<file path="config.mk">
export PLATFORM = sky130hd
export DESIGN_NAME = sr_flag_arbiter
export DESIGN_NICKNAME = d
export VERILOG_FILES = /design/src/rtl/sr_flag_arbiter.sv
export SDC_FILE = /design/constraint.sdc
export NUM_CORES = 1
export LEC_CHECK = 0
export ABC_AREA = 1
export BUFFER_PORTS_ARGS = -buffer_cell sky130_fd_sc_hd__buf_4
export CORE_MARGIN = 4
export CORE_UTILIZATION = 54
export DETAILED_ROUTE_END_ITERATION = 8
export HOLD_SLACK_MARGIN = 0.06
export PLACE_DENSITY_LB_ADDON = 0.12
export SLEW_MARGIN = 20
export SYNTH_ARGS = -nofsm -noshare
export SYNTH_HDL_FRONTEND = slang
export SYNTH_SLANG_ARGS = --single-unit
</file>
<file path="constraint.sdc">
create_clock -name clk -period 3.9 [get_ports clk]
set_input_delay 0.39 -clock clk [delete_from_list [all_inputs] [get_ports clk]]
set_output_delay 0.39 -clock clk [all_outputs]
set_load 0.02 [all_outputs]
</file>
<file path="src/rtl/sr_flag_arbiter.sv">
// Round-robin arbiter feeding a shared bank of SR flags. One requester's set/clear
// masks are captured per command and applied one cycle later while gnt pulses.
module sr_flag_arbiter #(
  parameter int NREQ   = 4,
  parameter int NFLAGS = 8
) (
  input  logic                     clk,
  input  logic                     rst,
  input  logic [NREQ-1:0]          req,
  input  logic [NREQ*NFLAGS-1:0]   set_mask,
  input  logic [NREQ*NFLAGS-1:0]   clr_mask,
  output logic [NREQ-1:0]          gnt,
  output logic                     busy,
  output logic [NFLAGS-1:0]        q,
  output logic [NFLAGS-1:0]        qn
);

  localparam int PW = (NREQ > 1) ? $clog2(NREQ) : 1;

  typedef enum logic {
    IDLE  = 1'b0,
    APPLY = 1'b1
  } state_t;

  state_t              state_reg, state_next;
  logic [PW-1:0]       ptr_reg, ptr_next;
  logic [NFLAGS-1:0]   set_cap_reg, set_cap_next;
  logic [NFLAGS-1:0]   clr_cap_reg, clr_cap_next;
  logic [NFLAGS-1:0]   q_reg, q_next;
  logic [NFLAGS-1:0]   qn_reg, qn_next;
  logic [NREQ-1:0]     gnt_reg, gnt_next;
  logic                busy_reg, busy_next;

  // Round-robin search: first asserted req starting at ptr, wrapping modulo NREQ.
  logic [PW-1:0]       rr_win;
  logic [NREQ-1:0]     rr_onehot;
  logic [PW-1:0]       rr_ptr_after;
  logic [NFLAGS-1:0]   q_upd;

  always_comb begin
    int  idx;
    logic found;
    idx    = 0;
    found  = 1'b0;
    rr_win = '0;
    for (int i = 0; i < NREQ; i++) begin
      idx = int'(ptr_reg) + i;
      if (idx >= NREQ) idx = idx - NREQ;
      if (!found && req[idx]) begin
        found  = 1'b1;
        rr_win = PW'(idx);
      end
    end
  end

  assign rr_ptr_after = (rr_win == PW'(NREQ - 1)) ? '0 : rr_win + 1'b1;

  generate
    for (genvar gi = 0; gi < NREQ; gi++) begin : g_onehot
      assign rr_onehot[gi] = (rr_win == PW'(gi));
    end
  endgenerate

  // SR update per flag: set-only sets, clear-only clears, both or neither hold.
  generate
    for (genvar gi = 0; gi < NFLAGS; gi++) begin : g_flag
      always_comb begin
        q_upd[gi] = q_reg[gi];
        if (set_cap_reg[gi] && !clr_cap_reg[gi])
          q_upd[gi] = 1'b1;
        else if (!set_cap_reg[gi] && clr_cap_reg[gi])
          q_upd[gi] = 1'b0;
      end
    end
  endgenerate

  always_comb begin
    state_next   = state_reg;
    ptr_next     = ptr_reg;
    set_cap_next = set_cap_reg;
    clr_cap_next = clr_cap_reg;
    q_next       = q_reg;
    gnt_next     = '0;
    busy_next    = 1'b0;
    case (state_reg)
      IDLE: begin
        if (|req) begin
          state_next   = APPLY;
          ptr_next     = rr_ptr_after;
          set_cap_next = set_mask[rr_win*NFLAGS +: NFLAGS];
          clr_cap_next = clr_mask[rr_win*NFLAGS +: NFLAGS];
          gnt_next     = rr_onehot;
          busy_next    = 1'b1;
        end
      end
      APPLY: begin
        state_next = IDLE;
        q_next     = q_upd;
      end
      default: state_next = IDLE;
    endcase
    qn_next = ~q_next;
  end

  always_ff @(posedge clk or posedge rst) begin
    if (rst) begin
      state_reg   <= IDLE;
      ptr_reg     <= '0;
      set_cap_reg <= '0;
      clr_cap_reg <= '0;
      q_reg       <= '0;
      qn_reg      <= '1;
      gnt_reg     <= '0;
      busy_reg    <= 1'b0;
    end else begin
      state_reg   <= state_next;
      ptr_reg     <= ptr_next;
      set_cap_reg <= set_cap_next;
      clr_cap_reg <= clr_cap_next;
      q_reg       <= q_next;
      qn_reg      <= qn_next;
      gnt_reg     <= gnt_next;
      busy_reg    <= busy_next;
    end
  end

  assign gnt  = gnt_reg;
  assign busy = busy_reg;
  assign q    = q_reg;
  assign qn   = qn_reg;

endmodule

</file>
---- Word-level counts from Yosys, hierarchy flattened ----
Index checks and enable logic that the tools add are counted.
word-level totals
  bits in registers ....................... 40
  bits in read-only memories .............. 0
  latch bits .............................. 0
  logic and storage cells ................. 118
  bits of input ports ..................... 70
  bits in writable memories ............... 0
  memories kept ........................... 0
operators by class
  eq/ne operators ......................... 3
  div/mod/pow operators ................... 0
  $lt $le $gt $ge ......................... 8
  multiply operators ...................... 0
  add/sub/neg operators ................... 8
  shift-type cells ........................ 2
  bitwise operators ....................... 2
  reductions and logical operators ........ 41
  muxes and demuxes ....................... 46
operators with widths
  operator               number
  $lt A32 B4 Y1 const B  4
  $mux W32               4
  $shiftx A32 B6 Y8      2
  $mux W1                29
  $logic_and A1 B1 Y1    19
  $logic_not A1 Y1       19
  $sub A3 B3 Y4 const B  3
  $mux W2                5
  $ge A3 B3 Y1 const B   3
  $bmux W1 S2            4
  $mux W4                2
  $mux W8                1
  $not A8 Y8             1
  $add A2 B2 Y3 const B  2
  $eq A2 B2 Y1 const B   2
  $reduce_or A4 Y1       1
  $sub A2 B3 Y4 const B  1
  $add A2 B1 Y3 const B  1
  $ge A2 B3 Y1 const B   1
  $add A2 B1 Y2 const B  1
  $eq A2 B1 Y1 const B   1
  $logic_not A2 Y1       1
  $pmux W1 S2            1
  $reduce_and A2 Y1      1
  $not A1 Y1             1

---- Depth between registers and ports, before layout ----
  word-level depth ........................ 18
  gate-level depth with buffers ........... 16
  gate-level depth less buffers ........... 15

---- Worst setup path before layout ----
OpenSTA, ideal clock, no wires.
  path type ............................... register -> register
  start ................................... reg ptr_reg[0]
  end ..................................... reg ptr_reg[1]
  cell stages (with the launch flop) ...... 12
  data required time ...................... 3.766 ns
  path slack .............................. 2.058 ns
  data arrival time ....................... 1.709 ns
  setup time .............................. 0.134 ns
  path through ............................ dfrtp_1 inv_2 nand2_1 nand2_1 nand2_1 nand2_1 nand3_4 o211ai_4 buf_6 ha_1 nand2_1 o21ai_0
between the ends
  word-level cells in the longest chain between the ends .. 17
  elaborated cells on any way between the ends .. 43
  classes of those cells .................. add/sub: 8; order compare: 4; eq/ne: 1; mux: 24; reduce/logical: 6
ends and longest elaborated chain
  what                                                                    RTL line  source
  start: declaration                                                      26        logic [PW-1:0] ptr_reg, ptr_next;
  start signal: assignment                                                117       ptr_reg <= ptr_next;
  parallel branches: the longest is 14 deep, another holds $sub A3 B3 Y4  -
  $mux W2 (*)                                                             49        if (!found && req[idx]) begin
  $add A2 B1 Y2 or $eq A2 B2 Y1 (tied branches)                           56        assign rr_ptr_after = (rr_win == PW'(NREQ - 1)) ? '0 : rr_win + 1'b1;
  $mux W2 (*)                                                             56
  via rr_ptr_after[1]                                                     37        logic [PW-1:0] rr_ptr_after;
Mark *: on every way through the listed nets, which the timed path passes. The select of a mux whose other input is x is not followed.
A chain may end at the register's enable or synchronous reset.

---- Worst setup path in the final report ----
Same ends and word-level chain as after synthesis.

==> results.txt <==
Power Total: 3.00 mW
Yosys reg bits: 39
Final Setup Violations: 0
GRT Overall Usage: 0.226
Post-synthesis sequential area ratio: 0.387
Commonest non-fill, non-tap cell in the layout: nand2_1
Fin crit period: 3.09 ns
Commonest cells after routing, fill and taps aside: nand2_1, buf_4, inv_1
CTS tree: yes
Worst Path Required: 4.07 ns
PortBufs: 90
Crit path capture type: flip-flop
Remaining global-route overflow: 0
Max cap viols: 0
Power Density: 911 nW/µm²
CP Max Fanout: 37
Setup TNS: 0 ns
Root Buffer: clkbuf_8
Skew final: 0.00834 ns
H-tree lvl count: 2
Met1 Use GR: 0.276
Worst R2R Setup Slack: 0.81 ns
CTS buffer count: 5
Met2 usage: 0.400
CTS-repair resized insts: 0
Post-synth EDFFs: 0
Initial antenna violation count: 0
DR pass1 iterations: 4
Global-route wire length before repair: 11000 µm
Final Cycle Share: 0.792
Clock tree buffer depth: 2
Die W: 76.7 µm
Critical Path AT: 3.26 ns
LEAKAGE: 2.04 nW
Share of cells above drive strength 1: 0.250
Post-CTS setup buffer count: 0
Max incr delay on CP: 0.67 ns
Area growth syn-to-layout: 29.0%
Slew @ Worst Pin: 0.867 ns
CTS Hold Bufs: 0
Most used DFF post-synth: dfrtp_1
Critical path's most frequent cell: nand2_1
Hold Vio Cnt, Final: 0
Synthesized Nets: 465
Final ANT Viol Nets: 0
Vias: 2663
Peak VDD IR: 0.475 mV
WL final: 6290 µm
1st-iter DRT viols: 103
# IOs: 91
Initial Util: 0.570
Post-Synthesis Cells: 394
Clock transition at path regs: 0.08 ns
Clock latency on the worst-skew pair: 0.29 ns
Core Area: 4470 µm²
Rows: 24
Ant. Diodes: 0
Slowest-stage cell, CP: nand4_2
Number of global-route vias before repair: 2621
Syn_area_per_cell: 6.47 µm²
HP Class: in -> async
Outcome: finished, final reports clean
GR peak layer: met2
DR WL/cell: 11.9 µm
Gpl congestion: 0.865
Detailed placer's ending HPWL: 4670 µm
RSZ-0062 raised after global routing: false
Post-synthesis cell area: 2550 µm²
Drc violations: 0
Syn. warnings: 0
Fmax: 0.324 GHz
Async S/R FF share, synth: 1.00
Setup CP Type: reg -> reg
Yosys cell types: 27
Met3 usage: 0.0422
Critical path cell sequence: inv_2, nand2_1, nand2_1, nand2_1, nand2_1, nor2_2, nand4_2, nand2_4, ha_1, nand2_1, o21ai_0
Nets: 546
Pins Over Slew Limit: 0
Post-layout util: 0.735
CTS Sinks: 39
Slew headroom: 0.420
Startpoint types: flip-flop
Via density: 5.04
Die extent in y: 76.7 µm
Largest net degree at the start of global routing: 40
Die ar.: 5890 µm²
[cells in the mapped netlist, types with 3 or more instances]
cell type	count	area [µm²]
a31oi_1	9	56.3
nand2_1	175	657
inv_2	3	11.3
dfrtp_1	31	776
clkbuf_1	5	18.8
a21oi_1	8	40.0
inv_1	72	270
buf_6	6	67.6
nand3_1	51	255
nor2_1	3	11.3
dfstp_2	8	210
buf_2	6	30.0
[kinds of logic after synthesis]
kind of cell | after synthesis | synth area share
and+or+nand+nor | 239 | 0.396
adders and majority gates | 1 | 0.00491
DFF | 39 | 0.387
AOI/OAI and AO/OA | 21 | 0.0520
buffers and inverters | 94 | 0.160
[metal layers]
layer / share of wire / vias up
met2: 0.51 / 82
met1: 0.41 / 1219
met3: 0.061 / 11
li1: - / 1351
met4: 0.017 / 0
met5: 0 / -
[power breakdown]
| group | switching (mW) | internal [mW] |
|---|---|---|
| Combinational | 1.29 | 0.663 |
| Clock | 0.139 | 0.161 |
| Sequential | 0.112 | 0.634 |
| Total | 1.54 | 1.46 |
[area by class of cell]
class / instances / area (µm²)
clock buffer: 7 / 96.3
clock inverter: 1 / 7.51
fill: 385 / 1180
inverter: 76 / 288
multi-input combinational: 261 / 1160
sequential: 39 / 986
tap: 52 / 65.1
timing repair buffer: 92 / 691
[through the flow]
step,cell area (µm²),hold slack [ns],worst slack [ns],std cells
floorplan,2550,0.449,2.06,394
global placement,3190,0.466,1.02,520
detailed placement,3190,0.466,0.943,520
CTS,3290,0.218,0.898,528
global route,3290,0.250,0.577,528
finish,3290,0.210,0.812,528
[final timing paths]
check	from	to	depth (start not counted)
setup / recovery	ptr_reg[0]	ptr_reg[1]	11
hold / removal	rst	q[1]	3
setup reg to reg	ptr_reg[0]	ptr_reg[1]	11
hold reg to reg	set_cap_reg[7]	set_cap_reg[7]	2
max in group asynchronous	rst	qn[6]	3
min in group clk	set_cap_reg[7]	set_cap_reg[7]	2
[worst max-delay path: cells and delay by family, from the launching register on]
family	cells	cell delay, ns
AND/OR/NAND/NOR	8	1.86
flip-flops	1	0.55
adder cells (fa/ha/maj)	1	0.31
buffers and inverters	1	0.17
AO/OA/AOI/OAI	1	0.08
Note: power is estimated with default switching activity, not from simulation.
